<file path="config.mk">
export PLATFORM = sky130hd
export DESIGN_NAME = uart_fifo_ptr_ctrl
export DESIGN_NICKNAME = d
export VERILOG_FILES = /design/src/rtl/uart_fifo_ctrl_pkg.sv /design/src/rtl/uart_fifo_ptr_unit.sv /design/src/rtl/uart_fifo_ptr_ctrl.sv
export SDC_FILE = /design/constraint.sdc
export NUM_CORES = 1
export LEC_CHECK = 0
export ABC_CLOCK_PERIOD_IN_PS = 3770
export BUFFER_PORTS_ARGS = -buffer_cell sky130_fd_sc_hd__buf_2
export CAP_MARGIN = 20
export CORE_MARGIN = 3
export CORE_UTILIZATION = 55
export CTS_CLUSTER_DIAMETER = 50
export DETAILED_ROUTE_END_ITERATION = 6
export GPL_TIMING_DRIVEN = 0
export PLACE_DENSITY = 0.8
export SKIP_LAST_GASP = 1
export SLEW_MARGIN = 20
export SYNTH_ARGS = -nofsm -noshare
export SYNTH_HDL_FRONTEND = slang
export SYNTH_SLANG_ARGS = --single-unit
</file>
<file path="constraint.sdc">
create_clock -name clock -period 3.77 [get_ports clock]
set_clock_uncertainty 0.05 [all_clocks]
set_input_delay 0.754 -clock clock [delete_from_list [all_inputs] [get_ports clock]]
set_output_delay 0.754 -clock clock [all_outputs]
set_load 0.05 [all_outputs]
</file>
<file path="src/rtl/uart_fifo_ctrl_pkg.sv">
// Shared types and defaults for the UART FIFO pointer controller.
package uart_fifo_ctrl_pkg;

    localparam int DEF_DEPTH         = 16;
    localparam int DEF_AW            = $clog2(DEF_DEPTH);
    localparam int DEF_TIMEOUT_CHARS = 4;

    typedef enum logic [1:0] {
        TRIG_1,
        TRIG_4,
        TRIG_8,
        TRIG_14
    } rx_trig_e;

    function automatic logic [DEF_AW:0] trig_level(rx_trig_e sel);
        logic [DEF_AW:0] lvl;
        lvl = (DEF_AW+1)'(1);
        unique case (sel)
            TRIG_1:  lvl = (DEF_AW+1)'(1);
            TRIG_4:  lvl = (DEF_AW+1)'(4);
            TRIG_8:  lvl = (DEF_AW+1)'(8);
            TRIG_14: lvl = (DEF_AW+1)'(14);
        endcase
        return lvl;
    endfunction

endpackage

</file>
<file path="src/rtl/uart_fifo_ptr_unit.sv">
// Read/write pointer and occupancy tracking for one FIFO RAM.
module uart_fifo_ptr_unit #(
    parameter int DEPTH = 16,
    parameter int AW    = $clog2(DEPTH)
) (
    input  logic          clk,
    input  logic          rst_n,
    input  logic          clr,
    input  logic          push,
    input  logic          pop,
    output logic          wr_en,
    output logic [AW-1:0] wr_addr,
    output logic [AW-1:0] rd_addr,
    output logic [AW:0]   count,
    output logic          full,
    output logic          empty
);

    localparam logic [AW-1:0] A1       = AW'(1);
    localparam logic [AW:0]   C1       = (AW+1)'(1);
    localparam logic [AW:0]   FULL_CNT = (AW+1)'(DEPTH);

    logic [AW-1:0] wr_q, wr_d, rd_q, rd_d;
    logic [AW:0]   cnt_q, cnt_d;
    logic          full_q, empty_q;
    logic          pop_ok, push_ok;

    // A pop frees a slot in the same cycle, so a full FIFO still takes a push.
    assign pop_ok  = pop && !clr && (cnt_q != '0);
    assign push_ok = push && !clr && ((cnt_q != FULL_CNT) || pop_ok);

    always_comb begin
        wr_d  = wr_q;
        rd_d  = rd_q;
        cnt_d = cnt_q;
        if (clr) begin
            wr_d  = '0;
            rd_d  = '0;
            cnt_d = '0;
        end else begin
            if (push_ok) wr_d = wr_q + A1;
            if (pop_ok)  rd_d = rd_q + A1;
            if (push_ok && !pop_ok) cnt_d = cnt_q + C1;
            if (pop_ok && !push_ok) cnt_d = cnt_q - C1;
        end
    end

    always_ff @(posedge clk or negedge rst_n) begin
        if (!rst_n) begin
            wr_q    <= '0;
            rd_q    <= '0;
            cnt_q   <= '0;
            full_q  <= 1'b0;
            empty_q <= 1'b1;
        end else begin
            wr_q    <= wr_d;
            rd_q    <= rd_d;
            cnt_q   <= cnt_d;
            full_q  <= (cnt_d == FULL_CNT);
            empty_q <= (cnt_d == '0);
        end
    end

    assign wr_en   = push_ok;
    assign wr_addr = wr_q;
    assign rd_addr = rd_q;
    assign count   = cnt_q;
    assign full    = full_q;
    assign empty   = empty_q;

endmodule

</file>
<file path="src/rtl/uart_fifo_ptr_ctrl.sv">
// TX/RX FIFO pointer control with overrun, trigger-level and char-timeout status.
module uart_fifo_ptr_ctrl
    import uart_fifo_ctrl_pkg::*;
#(
    parameter int DEPTH         = DEF_DEPTH,
    parameter int AW            = $clog2(DEPTH),
    parameter int TIMEOUT_CHARS = DEF_TIMEOUT_CHARS
) (
    input  logic          clock,
    input  logic          reset_n,
    input  logic          tx_clr,
    input  logic          rx_clr,
    input  logic [1:0]    rx_trig_sel,
    input  logic          tx_push,
    input  logic          tx_pop,
    input  logic          rx_push,
    input  logic          rx_pop,
    input  logic          lsr_read,
    input  logic          char_tick,
    output logic          tx_wr_en,
    output logic [AW-1:0] tx_wr_addr,
    output logic [AW-1:0] tx_rd_addr,
    output logic          rx_wr_en,
    output logic [AW-1:0] rx_wr_addr,
    output logic [AW-1:0] rx_rd_addr,
    output logic [AW:0]   tx_fifo_ptr,
    output logic [AW:0]   rx_fifo_ptr,
    output logic          tx_empty,
    output logic          tx_full,
    output logic          rx_empty,
    output logic          rx_full,
    output logic          rx_overrun,
    output logic          rx_trig,
    output logic          char_timeout
);

    localparam logic [AW:0] C1     = (AW+1)'(1);
    localparam logic [2:0]  TO_MAX = 3'(TIMEOUT_CHARS);

    uart_fifo_ptr_unit #(.DEPTH(DEPTH), .AW(AW)) u_tx (
        .clk     (clock),
        .rst_n   (reset_n),
        .clr     (tx_clr),
        .push    (tx_push),
        .pop     (tx_pop),
        .wr_en   (tx_wr_en),
        .wr_addr (tx_wr_addr),
        .rd_addr (tx_rd_addr),
        .count   (tx_fifo_ptr),
        .full    (tx_full),
        .empty   (tx_empty)
    );

    uart_fifo_ptr_unit #(.DEPTH(DEPTH), .AW(AW)) u_rx (
        .clk     (clock),
        .rst_n   (reset_n),
        .clr     (rx_clr),
        .push    (rx_push),
        .pop     (rx_pop),
        .wr_en   (rx_wr_en),
        .wr_addr (rx_wr_addr),
        .rd_addr (rx_rd_addr),
        .count   (rx_fifo_ptr),
        .full    (rx_full),
        .empty   (rx_empty)
    );

    logic          ovr_q, ovr_d;
    logic          trig_q, trig_d;
    logic [2:0]    to_q, to_d;
    logic          rx_pop_ok, rx_drop;
    logic [AW:0]   rx_cnt_nxt;

    // A push that the RX unit refused (outside a flush) is an overrun.
    assign rx_pop_ok = rx_pop && !rx_clr && !rx_empty;
    assign rx_drop   = rx_push && !rx_clr && !rx_wr_en;

    always_comb begin
        rx_cnt_nxt = rx_fifo_ptr;
        if (rx_clr)
            rx_cnt_nxt = '0;
        else if (rx_wr_en && !rx_pop_ok)
            rx_cnt_nxt = rx_fifo_ptr + C1;
        else if (!rx_wr_en && rx_pop_ok)
            rx_cnt_nxt = rx_fifo_ptr - C1;
    end

    always_comb begin
        ovr_d = ovr_q;
        if (rx_clr)
            ovr_d = 1'b0;
        else if (rx_drop)
            ovr_d = 1'b1;
        else if (lsr_read)
            ovr_d = 1'b0;

        trig_d = rx_cnt_nxt >=
                 (AW+1)'(trig_level(rx_trig_e'(rx_trig_sel)));

        to_d = to_q;
        if (rx_push || rx_pop || rx_clr || rx_empty)
            to_d = '0;
        else if (char_tick && (to_q != TO_MAX))
            to_d = to_q + 3'd1;
    end

    always_ff @(posedge clock or negedge reset_n) begin
        if (!reset_n) begin
            ovr_q  <= 1'b0;
            trig_q <= 1'b0;
            to_q   <= '0;
        end else begin
            ovr_q  <= ovr_d;
            trig_q <= trig_d;
            to_q   <= to_d;
        end
    end

    assign rx_overrun   = ovr_q;
    assign rx_trig      = trig_q;
    assign char_timeout = (to_q == TO_MAX) && !rx_empty;

endmodule

</file>
* Word-level counts from Yosys, hierarchy flattened
Cells that the tools add are included.
** Word-level totals
- Input bits :: 12
- Logic and storage cells :: 97
- Output and inout bits :: 35
- Register bits :: 35
** Cells by class
- Add/subtract/negate cells :: 9
- Eq/ne operators :: 9
- $lt $le $gt $ge :: 1
- Muxes and demuxes :: 23
- Reduce and logical (&&, ||, !) cells :: 42
** Operators by type and width (count)
- 5-bit two-way mux :: 9
- 4-bit two-way mux :: 8
- 5-bit one-hot mux with 4 select lines :: 1
- 1-bit logical AND :: 18
- 4-bit by 1-bit adder with 4-bit output (second input constant) :: 4
- 5-bit by 1-bit adder with 5-bit output (second input constant) :: 2
- 5-bit == test (second input constant) :: 2
- 5-bit logical NOT :: 2
- 5-bit != test (second input constant) :: 2
- 2-bit nonzero test :: 5
- 5-bit nonzero test :: 2
- 5-bit by 1-bit subtractor with 5-bit output (second input constant) :: 2
- 1-bit logical NOT :: 8
- 3-bit two-way mux :: 2
- 5-bit greater-or-equal comparator :: 1
- 1-bit logical OR :: 5
- 2-bit == test (second input constant) :: 2
- 3-bit by 1-bit adder with 3-bit output (second input constant) :: 1
- 3-bit == test (second input constant) :: 1
- 1-bit two-way mux :: 3
- 3-bit != test (second input constant) :: 1
- 3-bit nonzero test :: 1
- 2-bit by 1-bit == test with 1-bit output (second input constant) :: 1
- 2-bit logical NOT :: 1

* Longest topological paths before layout
- Depth in word-level cells :: 11
- Gate-level depth with buffers :: 14
- Gate-level depth less buffers :: 13

* By module
From an unflattened synthesis, not the netlist that was laid out.
** Second synthesis, totals
- Cell total of the unflattened synthesis :: 256
- Area total of the unflattened synthesis :: 2474.9 sq um
** By module, submodules not included
- uart_fifo_ptr_unit :: times used 2, area each 954.7 sq um, cells an instance 95, sequential area each 376.6 sq um
- uart_fifo_ptr_ctrl :: times used 1, area each 565.5 sq um, cells an instance 66, sequential area each 125.1 sq um

* Worst setup path after synthesis
Ideal clock, no wire load.
- Kind :: reg2reg
- From :: reg u_rx.cnt_q[0] (netlist: u_rx.count[0])
- To :: reg trig_q (netlist: rx_trig)
- Data arrival time :: 3.698 ns
- Setup slack :: -0.103 ns
- Path buffers :: 2
- Data required time :: 3.595 ns
- Library setup time :: 0.125 ns
- Cell stages (with the launch flop) :: 15
- Period minus slack after synthesis :: 3.873 ns
- Cell sequence :: dfrtp_1 > clkbuf_1 > inv_1 > ha_1 > nor3b_1 > a31oi_1 > clkbuf_1 > nand2_1 > mux2i_1 > a211oi_1 > ha_1 > a21o_1 > a21o_1 > a21oi_1 > nand2_1
** On the way
- Longest elaborated chain between the ends :: 10
- Elaborated cells on any way between the ends :: 14
- Classes of those cells :: add/sub: 2; order compare: 1; eq/ne: 1; mux: 3; reduce/logical: 7
** RTL lines
- from (decl) :: RTL line uart_fifo_ptr_unit.sv:24 : logic [AW:0] cnt_q, cnt_d;
- from (signal assigned) :: RTL line uart_fifo_ptr_unit.sv:58 : cnt_q <= cnt_d;
- 5-bit nonzero test :: RTL line uart_fifo_ptr_unit.sv:29 : assign pop_ok = pop && !clr && (cnt_q != '0);
- 1-bit logical AND :: RTL line uart_fifo_ptr_unit.sv:29
- 1-bit logical OR (*) :: RTL line uart_fifo_ptr_unit.sv:30 : assign push_ok = push && !clr && ((cnt_q != FULL_CNT) || pop_ok);
- 1-bit logical AND (*) :: RTL line uart_fifo_ptr_unit.sv:30
- via rx_wr_en :: RTL line uart_fifo_ptr_ctrl.sv:23 : output logic rx_wr_en,
- 1-bit logical NOT :: RTL line uart_fifo_ptr_ctrl.sv:84 : else if (!rx_wr_en && rx_pop_ok)
- 1-bit logical AND :: RTL line uart_fifo_ptr_ctrl.sv:84
- 5-bit two-way mux :: RTL line uart_fifo_ptr_ctrl.sv:84
- 5-bit two-way mux (*) :: RTL line uart_fifo_ptr_ctrl.sv:82 : else if (rx_wr_en && !rx_pop_ok)
- 5-bit two-way mux (*) :: RTL line uart_fifo_ptr_ctrl.sv:80 : if (rx_clr)
- 5-bit greater-or-equal comparator (*) :: RTL line uart_fifo_ptr_ctrl.sv:97 : trig_d = rx_cnt_nxt >=
- via trig_d :: RTL line uart_fifo_ptr_ctrl.sv:69 : logic trig_q, trig_d;
- to (signal assigned) :: RTL line uart_fifo_ptr_ctrl.sv:114 : trig_q <= trig_d;
- to (decl) :: RTL line uart_fifo_ptr_ctrl.sv:69
Mark *: on every way through the listed nets, which the timed path passes. The rest lies on a longest branch.
A chain may end at the register's enable or synchronous reset.

* Final worst setup path
- From :: reg u_rx.cnt_q[0] (netlist: u_rx.count[0])
- To :: reg trig_q (netlist: rx_trig)
** On the way
- Longest elaborated chain between the ends :: 10
- Elaborated cells on any way between the ends :: 14
- Classes of those cells :: add/sub: 2; order compare: 1; eq/ne: 1; mux: 3; reduce/logical: 7
** RTL lines (RTL line)
- branches (longest 7 deep; another with 5-bit by 1-bit subtractor with 5-bit output)
- 5-bit two-way mux (*) :: uart_fifo_ptr_ctrl.sv:82
- 5-bit two-way mux (*) :: uart_fifo_ptr_ctrl.sv:80
- 5-bit greater-or-equal comparator (*) :: uart_fifo_ptr_ctrl.sv:97
- via trig_d :: uart_fifo_ptr_ctrl.sv:69
Mark *: on every way through the listed nets, which the timed path passes.

==> flow_summary.yaml <==
power:
  p_per_area_nw_per_um2: 602
  vdd_drop_max_mv: 0.398
  totalPowerFinal_mw: 1.62
  p_leak_nw: 1.34
placement:
  gp_congestion: 0.869
  place.port_buffers: 44
  hpwl_mm: 3.64
  pre_cts_slack_ns: 0.389
  dp_cells: 348
synthesis:
  synthFlopType: "dfrtp_1"
  syn_area_um2: 2320
  synth_nets: 284
  ys_warn_count: 0
  ys_seq_elements: 35
  ys_async_sr_fraction_pct: 100
  syn_inst: 256
  synth_edf_count: 0
  ys_types: 58
  ys_seq_area_share_pct: 37.8
  synth.avg_cell_area_um2: 9.07
worst_setup_path:
  end_kind: "flop"
  cp_max_fo: 10
  cp_data_arrival_time_ns: 3.49
  cpPeakStageDelay_ns: 0.45
  worst-setup-path-type: "flop to flop"
  start_kind: "flop"
  crit_required_ns: 3.90
  cp_slowest_cell: "nor3b_1"
  critical_path.cell_chain: "clkbuf_1 -> inv_1 -> ha_1 -> nor3b_1 -> a31oi_1 -> clkbuf_2 -> nand2_1 -> nor2_1 -> o31a_1 -> a211oi_1 -> ha_1 -> a21o_1 -> a21oi_1 -> nand2_1"
clocking:
  clock_latency_ns: 0.29
  cts-htree-levels: 2
  cts_made_buffers: 5
  ctsHoldBuffers: 0
  postCtsSetupRepairBufs: 0
  cts_resized: 0
  cts_sinks: 35
  cts.clk_slew.worst_paths_ns: 0.07
  cts_tree: "yes"
  clk_path_buf_depth: 2
  root_buffer: "clkbuf_8"
die:
  fp.coreArea_um2: 3850
  ios: 47
  num_rows: 22
  fp.dieW_um: 71.0
  start_util_pct: 60.2
  die_y_um: 71.0
  dieArea_um2: 5040
outcome:
  status: "finished, final reports clean"
global_route:
  antenna_found_initial: 0
  grt_pass1_wl_mm: 8.38
  grt_usage_pct: 20.4
  grt_pass1_vias: 1816
  grt_max_degree: 36
  grt.overflow.total: 0
detailed_routing:
  detail_route.wl_per_cell_um: 13.6
  via_per_inst: 5.68
  antenna_left: 0
  dr.pass1.iters: 5
  drt_first_iter_violations: 151
  vias: 2021
  drc: 0
  wl_mm: 4.85
sta:
  fin_crit_ns: 3.36
  rsz0062_at_grt: "false"
  fin_ws_ns: 0.411
  drv_slew: 0
  fmax_mhz: 298
  final-hold-violation-count: 0
  finalSetupTns_ns: 0
  fin_crit_sh_pct: 89.1
  setup_viol: 0
  worst_pin_slew_ns: 0.757
  slew_headroom_pct: 49.5
layout:
  final_common_cell: "buf_2"
  fin_nets: 335
  fill_cells: 314
  diodes: 0
  area_growth_syn_to_layout_pct: 15.8
  mostFrequentLayoutCells: "buf_2, dfrtp_1, nor2_1, nand2_1, ha_1"
  drive_gt1_share_pct: 22.1
  instances_no_fill: 356
hold_path:
  hold_path_class: "input pin to async pin"
run:
  maxCapViolations: 0
-- power by group --
| group | total, mW | switching [mW] | internal [mW] |
|---|---|---|---|
| sequential | 0.519 | 0.0666 | 0.452 |
| clock | 0.263 | 0.134 | 0.129 |
| combinational | 0.837 | 0.565 | 0.272 |
| total | 1.62 | 0.765 | 0.853 |
-- Yosys cell counts (2+ instances only) --
| cell | n | area [um2] |
|---|---|---|
| nand3b_1 | 3 | 22.5 |
| nand2_1 | 22 | 82.6 |
| a32oi_1 | 2 | 17.5 |
| o22ai_1 | 2 | 12.5 |
| mux2_2 | 2 | 22.5 |
| o21a_1 | 2 | 15.0 |
| nor3b_1 | 3 | 22.5 |
| nor4b_1 | 2 | 17.5 |
| dfrtp_1 | 33 | 826 |
| xnor2_1 | 8 | 70.1 |
| nor3_1 | 5 | 25.0 |
| and2_1 | 3 | 18.8 |
| mux2i_1 | 3 | 30.0 |
| nand2b_1 | 7 | 43.8 |
| a211oi_1 | 3 | 22.5 |
| a31oi_1 | 4 | 25.0 |
| o21ai_0 | 9 | 45.0 |
| dfstp_2 | 2 | 52.6 |
| or3_1 | 2 | 12.5 |
| ha_1 | 16 | 200 |
| nand4_1 | 5 | 31.3 |
| clkbuf_1 | 9 | 33.8 |
| nor2_1 | 28 | 105 |
| a21oi_1 | 8 | 40.0 |
| xor2_1 | 12 | 105 |
| and2b_2 | 2 | 17.5 |
| a21o_1 | 2 | 15.0 |
| inv_1 | 13 | 48.8 |
| o221ai_1 | 2 | 17.5 |
| nor2b_1 | 4 | 25.0 |
| a311oi_1 | 2 | 17.5 |
| mux2_1 | 2 | 22.5 |
| a22oi_1 | 2 | 15.0 |
| nand3_1 | 8 | 40.0 |
-- routing by layer --
metal	track usage, %	wire length, um
met5	0	0
met4	6.47	74
met3	5.54	324
met2	32.6	2200
met1	27.0	2250
-- critical path: cells and delay by family (launching register included) --
family,cells,cell delay (ns)
buf+inv,3,0.61
simple gates,4,0.76
compound gates,5,0.96
fa+ha+maj,2,0.47
flops,1,0.40
-- state kept, by name, indices dropped and copies added, names as in the netlist, 3 cells and up --
signal,flops
u_rx.rd_addr,4
to_q,3
u_tx.count,5
u_tx.rd_addr,4
u_tx.wr_addr,4
u_rx.count,5
u_rx.wr_addr,4
-- cell families after synthesis --
logic type / share of synthesized area (%)
muxes: 3.23
xor gates and xnor gates: 7.55
DFF: 37.8
adders and majority gates: 8.63
AOI/OAI and AO/OA: 12.7
buffers and inverters: 4.74
and+or+nand+nor: 25.3
-- layout make-up --
type	instances	area [um2]	share of cell area [%]
timing repair buffer	44	220	8.19
tap	48	60.1	2.23
sequential	35	878	32.7
inverter	14	52.6	1.96
clock buffer	6	72.6	2.70
buffer	12	58.8	2.19
clock inverter	2	12.5	0.466
multi-input combinational	195	1330	49.6
-- through the flow --
step,util (%),hold WS [ns],area (um2)
4_1_cts,69.7,0.493,2690
2_1_floorplan,-,0.408,2320
3_5_place_dp,67.5,0.473,2600
5_1_grt,69.7,0.506,2690
6_report,69.7,0.483,2690
3_3_place_gp,67.5,0.468,2600
-- worst paths after layout --
kind,slack (ns),endpoint,start,depth (start not counted)
min,0.48,u_tx.rd_addr[1],reset_n,1
max,0.41,rx_trig,u_rx.count[0],14
min reg2reg,0.49,u_tx.wr_addr[3],u_tx.wr_addr[3],2
max in group asynchronous,2.70,u_rx.rd_addr[2],reset_n,1
max reg2reg,0.41,rx_trig,u_rx.count[0],14
min in group clock,0.49,u_tx.wr_addr[3],u_tx.wr_addr[3],2
Note: power is estimated with default switching activity, not from simulation.
